`config.mk`:
```
export PLATFORM = sky130hd
export DESIGN_NAME = regfile_scoreboard
export DESIGN_NICKNAME = d
export VERILOG_FILES = /design/src/rtl/regfile_scoreboard.sv
export SDC_FILE = /design/constraint.sdc
export NUM_CORES = 2
export LEC_CHECK = 0
export CORE_UTILIZATION = 55
export CTS_CLUSTER_DIAMETER = 100
export CTS_CLUSTER_SIZE = 25
export DETAILED_ROUTE_END_ITERATION = 8
export PLACE_DENSITY = 0.81
export SLEW_MARGIN = 30
export SYNTH_ARGS = -nofsm -noshare
export SYNTH_HDL_FRONTEND = slang
export SYNTH_SLANG_ARGS = --single-unit
```
`constraint.sdc`:
```
create_clock -name clk -period 5.5 [get_ports clk]
set_input_delay 1.1 -clock clk [delete_from_list [all_inputs] [get_ports clk]]
set_output_delay 1.1 -clock clk [all_outputs]
set_load 0.02 [all_outputs]
```
`src/rtl/regfile_scoreboard.sv`:
```
// regfile_scoreboard: architectural register file with write-first bypass
// and a per-register pending-write scoreboard.
//
// Decode counts each issued writer against its destination. Writeback or a
// squash releases one count per event. Decode sees a busy flag for each read
// port and a stall when a destination counter is full. Register 0 reads as
// zero, ignores writes and is never tracked.
module regfile_scoreboard #(
   parameter int NREG   = 32,
   parameter int XLEN   = 32,
   parameter int PEND_W = 2
) (
   input  logic                     clk,
   input  logic                     reset_n,
   // writeback port
   input  logic                     RegWriteW,
   input  logic [$clog2(NREG)-1:0]  WriteRegW,
   input  logic [XLEN-1:0]          ResultW,
   // decode read ports
   input  logic [$clog2(NREG)-1:0]  A1D,
   input  logic [$clog2(NREG)-1:0]  A2D,
   output logic [XLEN-1:0]          RD1D,
   output logic [XLEN-1:0]          RD2D,
   // scoreboard
   input  logic                     IssueD,
   input  logic [$clog2(NREG)-1:0]  DestD,
   input  logic                     KillE,
   input  logic [$clog2(NREG)-1:0]  KillDestE,
   output logic                     Busy1D,
   output logic                     Busy2D,
   output logic                     StallIssueD,
   output logic                     PendErr
);

   localparam int AW = $clog2(NREG);
   // The counter arithmetic carries two extra bits. One bit gives headroom
   // for +1. The MSB is the sign bit and flags underflow.
   localparam int CW = PEND_W + 2;
   localparam logic [PEND_W-1:0] PEND_MAX = '1;

   logic [XLEN-1:0]   regs      [NREG];
   logic [PEND_W-1:0] pend      [NREG];
   logic [PEND_W-1:0] pend_next [NREG];
   logic [1:0]        dec_cnt   [NREG];
   logic [CW-1:0]     pend_sum  [NREG];
   logic              underflow;
   logic              inc_ok;
   logic [CW-1:0]     left1;
   logic [CW-1:0]     left2;

   // The stall looks only at the registered count. A release in the same
   // cycle does not lift it.
   assign StallIssueD = IssueD && (DestD != '0) && (pend[DestD] == PEND_MAX);
   assign inc_ok      = IssueD && !StallIssueD;

   // Per-register next count: issue adds one; writeback and kill each
   // subtract one. A negative result clamps to zero and raises underflow.
   always_comb begin
      // NOTE: every output of this block gets a default first, so no path leaves a latch.
      underflow = 1'b0;
      for (int r = 0; r < NREG; r++) begin
         dec_cnt[r]   = '0;
         pend_sum[r]  = '0;
         pend_next[r] = '0;
         if (r != 0) begin
            dec_cnt[r]  = 2'(RegWriteW && (WriteRegW == AW'(r)))
                        + 2'(KillE && (KillDestE == AW'(r)));
            pend_sum[r] = {2'b00, pend[r]}
                        + CW'(inc_ok && (DestD == AW'(r)))
                        - CW'(dec_cnt[r]);
            if (pend_sum[r][CW-1]) begin
               underflow = 1'b1;
            end else begin
               pend_next[r] = pend_sum[r][PEND_W-1:0];
            end
         end
      end
   end

   // Busy means writes are still outstanding after this cycle's releases.
   // A writer completing now is covered by the bypass.
   assign left1  = {2'b00, pend[A1D]} - CW'(dec_cnt[A1D]);
   assign left2  = {2'b00, pend[A2D]} - CW'(dec_cnt[A2D]);
   assign Busy1D = (A1D != '0) && !left1[CW-1] && (left1 != '0);
   assign Busy2D = (A2D != '0) && !left2[CW-1] && (left2 != '0);

   // Read ports are write-first: a same-cycle writeback to the address wins.
   always_comb begin
      RD1D = '0;
      RD2D = '0;
      if (A1D != '0) begin
         RD1D = (RegWriteW && (WriteRegW == A1D)) ? ResultW : regs[A1D];
      end
      if (A2D != '0) begin
         RD2D = (RegWriteW && (WriteRegW == A2D)) ? ResultW : regs[A2D];
      end
   end

   // State update: register writes, counters and the sticky error flag.
   // NOTE: every register clears on reset, so this array is built from flops
   // and not from a RAM macro.
   always_ff @(posedge clk) begin
      // NOTE: use non-blocking assignments so every flop samples pre-edge values.
      if (!reset_n) begin
         for (int r = 0; r < NREG; r++) begin
            regs[r] <= '0;
            pend[r] <= '0;
         end
         PendErr <= 1'b0;
      end else begin
         if (RegWriteW && (WriteRegW != '0)) begin
            regs[WriteRegW] <= ResultW;
         end
         for (int r = 0; r < NREG; r++) begin
            pend[r] <= pend_next[r];
         end
         if (underflow) begin
            PendErr <= 1'b1;
         end
      end
   end

endmodule

```
==> impl_metrics.toml <==
[worst_setup_path]
timing.rr.start = "pend[5][1]"
critPathBufInv = 4
reg2reg_to = "PendErr"
critPathKind = "in2out"
critPathCapture = "Busy2D"
reg2reg_slack_ps = 1640
crit_chain = "buf_8 > buf_6 > buf_6 > nand3b_1 > nor2_1 > ha_1 > mux4_2 > mux4_2 > mux2_4 > ha_4 > fa_1 > a211oi_2 > buf_4"
arrival_ps = 4540
cp_slowest_cell = "mux4_2"
critPathCaptureType = "output pin"
reg2regPathDepth = 13
crit_fanout = 6
cp-startpoint = "WriteRegW[4]"
startpoint_type = "input pin"
slowest_delay_ps = 510
cp.required_ps = 4400
cpLargestDelayFamily = "multiplexers"
path_depth = 13

[place]
pre_cts_ws_ps = -1137
port_buffers = 129
routabilityCongestion = 0.9689
dp_hpwl_um = 143000
dpl-instance-area_um2 = 68910
post-place-cells = 6069

[yosys]
ys.flop_type = "edfxtp_1"
async_reset_ff_share_pct = 0
synth_edf_count = 1024
post_synth_inst_count = 4482
synth_area_per_cell_um2 = 14.15
ys_ff_latch = 1087
synth_cell_type_count = 65
yosysWarnings = 0
yosysSeqAreaShare_pct = 50.46
synth_area_um2 = 63440

[power_and_ir_drop]
ir_drop_v = 0.0002744
power.density_nw_per_um2 = 246.1
p_leak_uw = 0.02538
comb_power_share_pct = 18.1
p_int_uw = 12620
power_frac_clock_pct = 26.1
swShare_pct = 27.53
pwr-share-seq_pct = 55.8
p_switching_uw = 4796

[timing]
fin_crit_sh_pct = 102.5
setup_viol = 3
fin_crit_ps = 5637
finalClockSkew_ps = 29.45
finalMaxSlewViolations = 0
relSlewSlack_pct = 26.85
worst_pin_slew_ps = 1093
rsz0062_at_grt = "yes"
setup_tns_ps = -212.2
worst_slack_ps = -137.0
max_freq_ghz = 0.1774
finalHoldViolCount = 0

[clock_network]
cts.sinks = 1087
clock-root-buffer = "clkbuf_16"
clkTransAtPathRegs_ps = 100
cts_max_path_buffers = 3
cts_buffers = 52
cts_tree = "done"
clk_latency_ps = 700
cts_hold_buf = 0
htree_num_levels = 2

[detailed_routing]
firstDrtPassIters = 7
wl_per_cell_um = 35.56
antenna_left = 0
num_vias = 44713
vias_per_cell = 7.239
drt_wl_total_um = 219600
drc = 0
initialDrtViolationCount = 8147

[finish]
final_cells = 6177
area_delta_synth_final_pct = 11.59
final_util_pct = 61.91
drive_gt1_share_pct = 26.31
stdcell_area_um2 = 70790
nNetsFinal = 4843

[floorplanning]
die_width_um = 341.6
start_util_pct = 55.48
core-area_um2 = 114300
die-area_um2 = 116700
num_rows = 124
ios = 130
die_h_um = 341.6

[hold_path]
hold_start = "pend[5][0]"
min_path_type = "reg2reg"

[grt]
grt_pass1_vias = 44350
grt_pass1_wl_um = 310700
grt.overflow.total = 0
grt_max_degree = 93
antenna_found_initial = 29
gr-usage-all-layers_pct = 37.55

[outcome]
outcome = "complete, but fails checks"
violations = "setup timing"

[job]
cap_violations = 0
[flip-flops by register name (all words and copies together) (netlist names)]
name / count
regs: 1024
pend: 62
PendErr: 1
[timing repair]
item / CTS / global route
pin swaps: 14 / 11
gates resized for setup: 85 / 19
endpoints found under the setup margin: 2 / 4
setup buffers: 6 / 1
[Yosys cell counts, drive strengths merged, types with 3 or more instances]
| cell | n | area share [%] |
|---|---|---|
| buf | 152 | 1.5 |
| clkbuf | 288 | 1.7 |
| a21oi | 12 | 0.095 |
| a21o | 7 | 0.083 |
| a32oi | 3 | 0.041 |
| and3b | 11 | 0.15 |
| a211oi | 13 | 0.15 |
| xor2 | 31 | 0.43 |
| a31oi | 38 | 0.37 |
| mux2 | 58 | 1.0 |
| inv | 146 | 0.86 |
| nor3 | 13 | 0.10 |
| xnor2 | 10 | 0.14 |
| nand2 | 101 | 0.60 |
| a22oi | 6 | 0.071 |
| nand3b | 3 | 0.035 |
| a221o | 10 | 0.16 |
| mux4 | 591 | 21 |
| edfxtp | 1024 | 48 |
| fa | 33 | 1.0 |
| o21bai | 12 | 0.14 |
| and2 | 996 | 9.8 |
| a22o | 12 | 0.17 |
| mux2i | 152 | 2.4 |
| nand3 | 24 | 0.19 |
| dfxtp | 63 | 2.0 |
| a221oi | 40 | 0.55 |
| a311oi | 3 | 0.041 |
| o211ai | 8 | 0.095 |
| o22ai | 41 | 0.40 |
| or2 | 3 | 0.030 |
| nor2 | 209 | 1.2 |
| nand4 | 12 | 0.12 |
| and3 | 46 | 0.45 |
| a311o | 5 | 0.079 |
| a2111oi | 6 | 0.083 |
| nor4b | 4 | 0.055 |
| nand2b | 13 | 0.13 |
| ha | 126 | 2.5 |
| nor4 | 9 | 0.089 |
| nor2b | 26 | 0.26 |
| o31ai | 29 | 0.34 |
| o21ai | 77 | 0.61 |
[tightest hold or removal path, stage by stage (launching register included)]
cell     delay [ps]
dfxtp_1         390
ha_1            150
nand2_1          50
nor2_1           70
[cells in the final DEF (no fill, tap or decap), types with 11 or more instances in the layout]
| master | instances |
|---|---|
| and2_1 | 996 |
| nand3_1 | 16 |
| mux2i_1 | 152 |
| edfxtp_1 | 1024 |
| a31oi_1 | 38 |
| fa_1 | 33 |
| mux4_2 | 591 |
| nor2b_1 | 19 |
| a221oi_1 | 39 |
| o21bai_1 | 11 |
| o21ai_4 | 32 |
| nor2_4 | 34 |
| nor3_1 | 12 |
| nand4_1 | 12 |
| a211oi_1 | 11 |
| a22o_1 | 12 |
| o22ai_1 | 41 |
| nor2_1 | 169 |
| mux2_2 | 56 |
| buf_12 | 64 |
| conb_1 | 32 |
| inv_1 | 143 |
| and3b_1 | 11 |
| and3_1 | 46 |
| o21ai_0 | 44 |
| clkbuf_16 | 52 |
| diode_2 | 28 |
| o31ai_1 | 29 |
| clkdlybuf4s50_1 | 96 |
| nand2_1 | 96 |
| buf_4 | 295 |
| ha_1 | 124 |
| dfxtp_1 | 63 |
| a21oi_1 | 12 |
| xor2_1 | 31 |
[worst min path at each step]
stage | cells after the start | to | slack [ps]
5_1_grt | 3 | pend[5][0] | 730
6_report | 3 | pend[5][0] | 680
3_5_place_dp | 3 | pend[5][0] | 660
4_1_cts | 3 | pend[5][0] | 680
2_1_floorplan | 3 | pend[5][0] | 600
3_3_place_gp | 3 | pend[5][0] | 640
[power groups by stage]
stage / sequential [uW] / clock (uW) / combinational [uW]
2_1_floorplan: 9820 / 0 / 1780
5_1_grt: 9760 / 4730 / 3200
6_report: 9720 / 4540 / 3150
3_5_place_dp: 9890 / 0 / 3020
3_3_place_gp: 9840 / 0 / 2970
4_1_cts: 9710 / 4510 / 3040
[final cells by class]
type,count,area [um^2]
Timing Repair Buffer,495,4999
Tap cell,1512,1892
Clock buffer,60,1331
Clock inverter,9,163.9
Inverter,147,555.5
Antenna cell,28,70.07
Fill cell,8110,43560
Multi-Input combinational cell,2839,29760
Sequential cell,1087,32010
[cell families (layout without fill, tap and decap cells)]
group,Yosys count,after routing,share of synthesized area (%)
xor gates and xnor gates,41,41,0.5661
muxes,801,801,24.41
and+or+nand+nor,1477,1477,13.36
AOI/OAI and AO/OA,329,329,3.592
DFF,1087,1087,50.46
other,1,60,0.005911
buffers and inverters,587,711,4.083
adders and majority gates,159,159,3.527
[per-layer routing]
metal  up-vias  global-route usage, %  wire [um]
met5         -                      0        153
met4        24                  22.09      15790
met3      1034                  14.14      36600
met2      4376                  55.52      96260
met1     22126                  47.36      70820
li1      17153                      -          -
[stage by stage]
step           hold slack, ps  total power, uW
2_1_floorplan           596.6            11600
3_3_place_gp            642.1            12810
3_5_place_dp            659.0            12910
4_1_cts                 679.3            17250
5_1_grt                 728.1            17700
6_report                684.3            17420
(Power assumes the default switching activity.)
